## src/rtl/ahb_ext_sram.sv

```systemverilog
// AHB-Lite subordinate bridging 32-bit transfers onto an asynchronous 16-bit SRAM.
// Each word is served as a low then a high halfword access; all pad signals are registered.
`timescale 1ns/1ps
module ahb_ext_sram #(
    parameter int unsigned ADDR_BITS = 20,
    parameter int unsigned SRAM_WAIT = 1
) (
    input  logic                 HCLK,
    input  logic                 HRESETn,
    input  logic                 HSEL,
    input  logic [31:0]          HADDR,
    input  logic                 HWRITE,
    input  logic [1:0]           HTRANS,
    input  logic [2:0]           HSIZE,
    input  logic [2:0]           HBURST,
    input  logic [31:0]          HWDATA,
    input  logic [3:0]           HWSTRB,
    input  logic                 HREADY,
    output logic                 HREADYOUT,
    output logic                 HRESP,
    output logic [31:0]          HRDATA,
    output logic [ADDR_BITS-1:0] SRAM_ADDR,
    output logic [15:0]          SRAM_DQ_O,
    output logic                 SRAM_DQ_OE,
    input  logic [15:0]          SRAM_DQ_I,
    output logic                 SRAM_CE_N,
    output logic                 SRAM_OE_N,
    output logic                 SRAM_WE_N,
    output logic                 SRAM_UB_N,
    output logic                 SRAM_LB_N
);

    localparam int unsigned CNT_W = 3;
    localparam logic [CNT_W-1:0] CNT_LAST = CNT_W'(SRAM_WAIT);

    typedef enum logic [2:0] {
        IDLE = 3'd0,
        WCAP = 3'd1,
        LO   = 3'd2,
        HI   = 3'd3,
        RESP = 3'd4,
        ERR1 = 3'd5,
        ERR2 = 3'd6
    } state_t;

    state_t                 state_q, state_d;
    logic [CNT_W-1:0]       cnt_q, cnt_d;
    logic                   write_q, write_d;
    logic [ADDR_BITS-1:0]   addr_q, addr_d;
    logic [31:0]            wdata_q, wdata_d;
    logic [3:0]             strb_q, strb_d;
    logic                   hreadyout_q, hreadyout_d;
    logic                   hresp_q, hresp_d;
    logic [31:0]            hrdata_q, hrdata_d;
    logic [ADDR_BITS-1:0]   sram_addr_q, sram_addr_d;
    logic [15:0]            dq_o_q, dq_o_d;
    logic                   dq_oe_q, dq_oe_d;
    logic                   ce_n_q, ce_n_d;
    logic                   oe_n_q, oe_n_d;
    logic                   we_n_q, we_n_d;
    logic                   ub_n_q, ub_n_d;
    logic                   lb_n_q, lb_n_d;

    logic capture;
    logic access;
    logic hi_half;

    assign capture = HSEL && HREADY && HTRANS[1];

    // Bus fields that carry no meaning for this memory window.
    logic unused_ok;
    assign unused_ok = ^{HBURST, HTRANS[0], HADDR[31:ADDR_BITS+1], HADDR[1:0]};

    // Sequencing of the halfword accesses and read-data capture.
    always_comb begin
        state_d  = state_q;
        cnt_d    = '0;
        write_d  = write_q;
        addr_d   = addr_q;
        wdata_d  = wdata_q;
        strb_d   = strb_q;
        hrdata_d = hrdata_q;
        case (state_q)
            IDLE, RESP: begin
                state_d = IDLE;
                if (capture) begin
                    addr_d  = {HADDR[ADDR_BITS:2], 1'b0};
                    write_d = HWRITE;
                    if (HSIZE > 3'b010) begin
                        state_d = ERR1;
                    end else if (HWRITE) begin
                        state_d = WCAP;
                    end else begin
                        state_d = LO;
                    end
                end
            end
            WCAP: begin
                wdata_d = HWDATA;
                strb_d  = HWSTRB;
                if (HWSTRB[1:0] != 2'b00) begin
                    state_d = LO;
                end else if (HWSTRB[3:2] != 2'b00) begin
                    state_d = HI;
                end else begin
                    state_d = RESP;
                end
            end
            LO: begin
                if (cnt_q == CNT_LAST) begin
                    if (!write_q) begin
                        hrdata_d[15:0] = SRAM_DQ_I;
                    end
                    if (write_q && (strb_q[3:2] == 2'b00)) begin
                        state_d = RESP;
                    end else begin
                        state_d = HI;
                    end
                end else begin
                    cnt_d = cnt_q + CNT_W'(1);
                end
            end
            HI: begin
                if (cnt_q == CNT_LAST) begin
                    if (!write_q) begin
                        hrdata_d[31:16] = SRAM_DQ_I;
                    end
                    state_d = RESP;
                end else begin
                    cnt_d = cnt_q + CNT_W'(1);
                end
            end
            ERR1:    state_d = ERR2;
            ERR2:    state_d = IDLE;
            default: state_d = IDLE;
        endcase
    end

    // Pad and response values for the coming cycle, derived from the next state.
    always_comb begin
        access      = (state_d == LO) || (state_d == HI);
        hi_half     = (state_d == HI);
        ce_n_d      = !access;
        oe_n_d      = !(access && !write_d);
        dq_oe_d     = access && write_d;
        we_n_d      = !(access && write_d && (cnt_d < CNT_LAST));
        ub_n_d      = 1'b1;
        lb_n_d      = 1'b1;
        sram_addr_d = sram_addr_q;
        dq_o_d      = dq_o_q;
        if (access) begin
            sram_addr_d = {addr_d[ADDR_BITS-1:1], hi_half};
            if (write_d) begin
                ub_n_d = hi_half ? !strb_d[3] : !strb_d[1];
                lb_n_d = hi_half ? !strb_d[2] : !strb_d[0];
                dq_o_d = hi_half ? wdata_d[31:16] : wdata_d[15:0];
            end else begin
                ub_n_d = 1'b0;
                lb_n_d = 1'b0;
            end
        end
        hreadyout_d = (state_d == IDLE) || (state_d == RESP) || (state_d == ERR2);
        hresp_d     = (state_d == ERR1) || (state_d == ERR2);
    end

    always_ff @(posedge HCLK) begin
        if (!HRESETn) begin
            state_q     <= IDLE;
            cnt_q       <= '0;
            write_q     <= 1'b0;
            addr_q      <= '0;
            wdata_q     <= '0;
            strb_q      <= '0;
            hreadyout_q <= 1'b1;
            hresp_q     <= 1'b0;
            hrdata_q    <= '0;
            sram_addr_q <= '0;
            dq_o_q      <= '0;
            dq_oe_q     <= 1'b0;
            ce_n_q      <= 1'b1;
            oe_n_q      <= 1'b1;
            we_n_q      <= 1'b1;
            ub_n_q      <= 1'b1;
            lb_n_q      <= 1'b1;
        end else begin
            state_q     <= state_d;
            cnt_q       <= cnt_d;
            write_q     <= write_d;
            addr_q      <= addr_d;
            wdata_q     <= wdata_d;
            strb_q      <= strb_d;
            hreadyout_q <= hreadyout_d;
            hresp_q     <= hresp_d;
            hrdata_q    <= hrdata_d;
            sram_addr_q <= sram_addr_d;
            dq_o_q      <= dq_o_d;
            dq_oe_q     <= dq_oe_d;
            ce_n_q      <= ce_n_d;
            oe_n_q      <= oe_n_d;
            we_n_q      <= we_n_d;
            ub_n_q      <= ub_n_d;
            lb_n_q      <= lb_n_d;
        end
    end

    assign HREADYOUT  = hreadyout_q;
    assign HRESP      = hresp_q;
    assign HRDATA     = hrdata_q;
    assign SRAM_ADDR  = sram_addr_q;
    assign SRAM_DQ_O  = dq_o_q;
    assign SRAM_DQ_OE = dq_oe_q;
    assign SRAM_CE_N  = ce_n_q;
    assign SRAM_OE_N  = oe_n_q;
    assign SRAM_WE_N  = we_n_q;
    assign SRAM_UB_N  = ub_n_q;
    assign SRAM_LB_N  = lb_n_q;

endmodule

```

## config.mk

```make
export PLATFORM = sky130hd
export DESIGN_NAME = ahb_ext_sram
export DESIGN_NICKNAME = d
export VERILOG_FILES = /design/src/rtl/ahb_ext_sram.sv
export SDC_FILE = /design/constraint.sdc
export NUM_CORES = 1
export LEC_CHECK = 0
export ABC_CLOCK_PERIOD_IN_PS = 2900
export CAP_MARGIN = 40
export CORE_MARGIN = 2
export CORE_UTILIZATION = 45
export CTS_BUF_LIST = sky130_fd_sc_hd__clkbuf_16
export DETAILED_ROUTE_END_ITERATION = 7
export PLACE_DENSITY = 0.86
export SYNTH_ARGS = -nofsm -noshare
export SYNTH_HDL_FRONTEND = slang
export SYNTH_SLANG_ARGS = --single-unit
```

## constraint.sdc

```tcl
create_clock -name HCLK -period 2.9 [get_ports HCLK]
set_input_delay 0.435 -clock HCLK [delete_from_list [all_inputs] [get_ports HCLK]]
set_output_delay 0.435 -clock HCLK [all_outputs]
set_load 0.02 [all_outputs]
```

### After elaboration in Yosys (flattened, before gate mapping)

Index checks and enable logic that the tools add are counted.

| cells by class | value |
|---|---|
| magnitude comparators | 2 |
| add/subtract/negate cells | 1 |
| bitwise operators | 1 |
| reduce and logical (&&, ||, !) cells | 29 |
| mux-type cells | 22 |
| equal/unequal tests | 11 |

Operators with widths:

| cell | number |
|---|---|
| two-way mux 20 bit | 2 |
| two-way mux 32 bit | 1 |
| two-way mux 3 bit | 9 |
| two-way mux 16 bit | 1 |
| equality test 3 bit (second input constant) | 5 |
| case mux 3 bit (5 select lines) | 1 |
| equality test 3 x 2 -> 1 bit (second input constant) | 4 |
| logical NOT 1 bit | 8 |
| equality test 3 x 1 -> 1 bit (second input constant) | 2 |
| logical AND 1 bit | 6 |
| logical NOT 3 bit | 2 |
| two-way mux 1 bit | 6 |
| AND reduction 3 bit | 2 |
| logical OR 1 bit | 4 |
| two-way mux 4 bit | 1 |
| AND reduction 2 bit | 2 |
| nonzero test 2 bit | 2 |
| OR reduction 2 bit | 2 |
| adder 3 x 1 -> 3 bit (second input constant) | 1 |
| > comparator 3 x 2 -> 1 bit (second input constant) | 1 |
| < comparator 3 x 1 -> 1 bit (second input constant) | 1 |
| logical NOT 2 bit | 1 |
| two-way mux 2 bit | 1 |
| NOT 1 bit | 1 |

| word-level totals | value |
|---|---|
| output and inout bits | 76 |
| word-level logic and storage cells | 84 |
| flip-flop bits (word level) | 138 |

### Depth between registers and ports, before layout

| depth | value |
|---|---|
| depth after elaboration | 10 |
| depth in mapped cells | 8 |
| depth with buffers taken out | 6 |

### Worst setup path before layout

OpenSTA, ideal clock, no wires.

| timing path | value |
|---|---|
| path kind | input-to-reg |
| start | in HWSTRB[2] |
| end | reg hresp_q, in the netlist HRESP |
| arrival time | 1.818 ns |
| required time | 2.770 ns |
| setup time | 0.130 ns |
| cell stages on the path | 7 |
| path slack | 0.952 ns |
| path buffers | 2 |
| cell sequence | nor4_1 > o22ai_2 > or3_1 > buf_2 > buf_2 > o21ai_1 > a21oi_1 |

| on the way | value |
|---|---|
| word-level cells in the longest chain between the ends | 6 |
| elaborated cells between the ends (all ways) | 7 |
| those cells by class | eq/ne (2); mux (3); reduce/logical (2) |

Ends and longest elaborated chain:

| item | RTL line | source |
|---|---|---|
| start, declared | 17 | `input logic [3:0] HWSTRB,` |
| nonzero test 2 bit (*) | 103 | `end else if (HWSTRB[3:2] != 2'b00) begin` |
| two-way mux 3 bit (*) | 103 |  |
| two-way mux 3 bit (*) | 101 | `if (HWSTRB[1:0] != 2'b00) begin` |
| case mux 3 bit (5 select lines) (*) | 83 | `case (state_q)` |
| equality test 3 bit | 163 | `hresp_d = (state_d == ERR1) \|\| (state_d == ERR2);` |
| logical OR 1 bit (*) | 163 |  |
| end signal, assigned | 193 | `hresp_q <= hresp_d;` |
| end, declared | 53 | `logic hresp_q, hresp_d;` |

Every way passes the cells marked *; elsewhere a longest branch is shown, timed or not.
A chain may end at the register's enable or synchronous reset.

### Worst setup path in the final report

| timing path | value |
|---|---|
| start | reg state_q[0] |
| end | reg dq_o_q[7], in the netlist SRAM_DQ_O[7] |

| on the way | value |
|---|---|
| word-level cells in the longest chain between the ends | 6 |
| elaborated cells between the ends (all ways) | 17 |
| those cells by class | eq/ne (7); mux (6); reduce/logical (4) |

Ends and longest elaborated chain:

| item | RTL line | source |
|---|---|---|
| start, declared | 46 | `state_t state_q, state_d;` |
| start signal, assigned | 186 | `state_q <= state_d;` |
| equality test 3 bit / logical NOT 3 bit (equally long branches) | 83 |  |
| OR reduction 2 bit | 83 |  |
| case mux 3 bit (5 select lines) | 83 |  |
| equality test 3 x 2 -> 1 bit (on tied branches) | 141, 142 |  |
| logical OR 1 bit | 141 | `access = (state_d == LO) \|\| (state_d == HI);` |
| AND reduction 2 bit (no line) | n/a |  |
| end signal, assigned | 196 | `dq_o_q <= dq_o_d;` |
| end, declared | 56 | `logic [15:0] dq_o_q, dq_o_d;` |

Several ways; a longest one is shown, not always the timed one.

==> flow_metrics.py <==
metrics = {
    "cts": {
        "cts_root_buffer": "clkbuf_16",
        "post_cts_resized": 0,
        "cts.clk_slew.worst_paths_ns": 0.05,
        "clock-sinks": 138,
        "post_cts_buffers": 0,
        "htree_num_levels": 4,
        "cts_tree": "yes",
        "cts_inserted_buffers": 17,
        "cts_buffer_depth": 2,
        "clkLatencyLatePin_ns": 0.40,
        "hold_buffers": 0,
    },
    "die": {
        "start_util_pct": 45.8,
        "fp.dieArea_um2": 13700,
        "die_w_um": 117,
        "rows": 41,
        "io_pins": 173,
        "die_height_um": 117,
        "core_area_um2": 12600,
    },
    "global_route": {
        "grtUsageTotal_pct": 20.5,
        "grt_pass1_vias": 4683,
        "antenna_found_initial": 0,
        "grt_pass1_wl_um": 21900,
        "grt_max_degree": 56,
        "overflow": 0,
    },
    "synthesis": {
        "syn_area_per_cell_um2": 9.63,
        "syn_area_um2": 5760,
        "netlist_instances": 598,
        "synth_flop_cell": "dfxtp_1",
        "synth_warnings": 0,
        "synthDistinctLibCells": 47,
        "synth_edf_count": 0,
        "synth_fp_nets": 695,
        "synth-seq-cells": 138,
        "seq_area_frac_synth_pct": 48.0,
        "async_reset_ff_share_pct": 0,
    },
    "outcome": {
        "status": "completed",
    },
    "placed_design": {
        "dpl.hpwl_um": 9940,
        "placed_cells": 895,
        "io_buffers": 155,
        "place_ws_ns": 0.118,
        "gp_congestion": 0.833,
    },
    "finish": {
        "stdcell_count": 925,
        "layout_commonest_cell": "clkdlybuf4s50_1",
        "drive_gt1_share_pct": 8.10,
        "final_nets": 839,
        "final_util_pct": 63.0,
        "diodes": 0,
        "n_fill_cell": 1042,
        "synthToLayoutAreaGrowth_pct": 37.5,
        "final_cell_mix": "clkdlybuf4s50_1, dfxtp_1, nand2_1",
    },
    "timing": {
        "whs_ns": 0.458,
        "period_needed_ns": 2.43,
        "timing.final.ws_setup_ns": 0.470,
        "max_slew_margin_pct": 63.1,
        "setup_viol": 0,
        "fmax_ghz": 0.412,
        "rsz0062_at_grt": "no",
        "hold_viol": 0,
        "clock-skew-final_ns": 0.00531,
        "worst_pin_slew_ns": 0.553,
        "tns_ns": 0,
        "final-max-slew-violation-count": 0,
        "period_share_pct": 83.8,
    },
    "setup_path": {
        "endpoint_kind": "flop",
        "startpoint_type": "flop",
        "worstSetupPathType": "reg -> reg",
        "crit_fanout": 19,
        "worst_ep_arrival_time_ns": 2.71,
        "critPathRequiredTime_ns": 3.18,
    },
    "route": {
        "drcViolationCount": 0,
        "ant_nets": 0,
        "routed_wl_um": 13900,
        "first_iter_violations": 182,
        "vias_per_cell": 5.06,
        "wl_per_cell_um": 15.1,
        "dr.pass1.iters": 5,
        "dr_total_vias": 4681,
    },
    "pwr": {
        "power_density_nw_per_um2": 570,
        "vdd_drop_max_v": 0.000418,
        "leakage_nw": 3.44,
    },
    "hold_path": {
        "hold_path_class": "reg -> reg",
    },
    "flow_run": {
        "max_cap_viol_count": 0,
    },
}
[layer usage]
layer  up-vias  GRT usage, %  part of all wire (%)
met5         -             0                     0
met2       129          36.7                    51
met3        26          5.05                   5.2
li1       2323             -                     -
met1      2203          23.4                    42
met4         0          8.08                   2.1
[through the flow]
step / instance area, um2 / power, mW
finish: 7920 / 4.52
global route: 7920 / 4.72
CTS: 7920 / 4.57
detailed placement: 7420 / 2.72
global placement: 7400 / 2.69
floorplan: 5760 / 2.43
[synthesized netlist by cell type, types with 4 or more instances]
| master | count | area share (%) |
|---|---|---|
| nand2_1 | 135 | 8.8 |
| a21o_1 | 19 | 2.5 |
| nor2_1 | 25 | 1.6 |
| a21oi_1 | 5 | 0.43 |
| mux2i_1 | 66 | 11 |
| a21boi_1 | 10 | 1.3 |
| clkbuf_1 | 22 | 1.4 |
| nor2b_1 | 39 | 4.2 |
| and2_1 | 4 | 0.43 |
| buf_2 | 10 | 0.87 |
| a221oi_2 | 15 | 3.9 |
| inv_1 | 4 | 0.26 |
| a21boi_0 | 42 | 5.5 |
| buf_6 | 4 | 0.78 |
| o21ai_0 | 19 | 1.7 |
| dfxtp_1 | 138 | 48 |
[sequential cells by signal, summed over array words and instances, names as in the netlist, 3 cells and up]
signal     cells
HRDATA        32
SRAM_ADDR     20
SRAM_DQ_O     16
addr_q        19
cnt_q          3
state_q        3
strb_q         4
wdata_q       32
[power breakdown]
group / leakage [nW] / internal, mW / switching (mW)
clock network: 0.277 / 1.13 / 0.710
logic: 2.05 / 0.315 / 0.341
registers: 1.12 / 1.98 / 0.0422
total: 3.44 / 3.42 / 1.09
[critical path, stage by stage, from the launching register on]
cell	delay, ns
dfxtp_1	0.47
or3b_1	0.42
o22ai_2	0.22
a2bb2oi_4	0.45
and2_1	0.33
buf_4	0.31
a221oi_2	0.10
[kinds of logic (layout without fill, tap and decap cells)]
family	count (synthesis)	count (layout)	share of synthesized area, %
simple gates	222	222	17.8
flops	138	138	48.0
compound gates	122	122	17.7
mux	67	67	11.9
buf+inv	47	202	4.32
xor+xnor	2	2	0.304
[layout make-up]
cell class	count	area, um2	share of cell area (%)
Multi-Input combinational cell	413	2750	34.7
Tap cell	172	215	2.72
Timing Repair Buffer	168	1680	21.2
Clock buffer	17	425	5.37
Sequential cell	138	2760	34.9
Inverter	4	15.0	0.190
Clock inverter	13	77.6	0.979
[path summary, 6_finish.rpt]
check / cells past startpoint / start / slack [ns] / to
hold reg to reg: 2 / SRAM_ADDR[0] / 0.46 / SRAM_ADDR[0]
setup reg to reg: 6 / state_q[0] / 0.47 / SRAM_DQ_O[7]
hold / removal: 2 / SRAM_ADDR[0] / 0.46 / SRAM_ADDR[0]
setup / recovery: 6 / state_q[0] / 0.47 / SRAM_DQ_O[7]
Power figures use the tool's default switching activity.
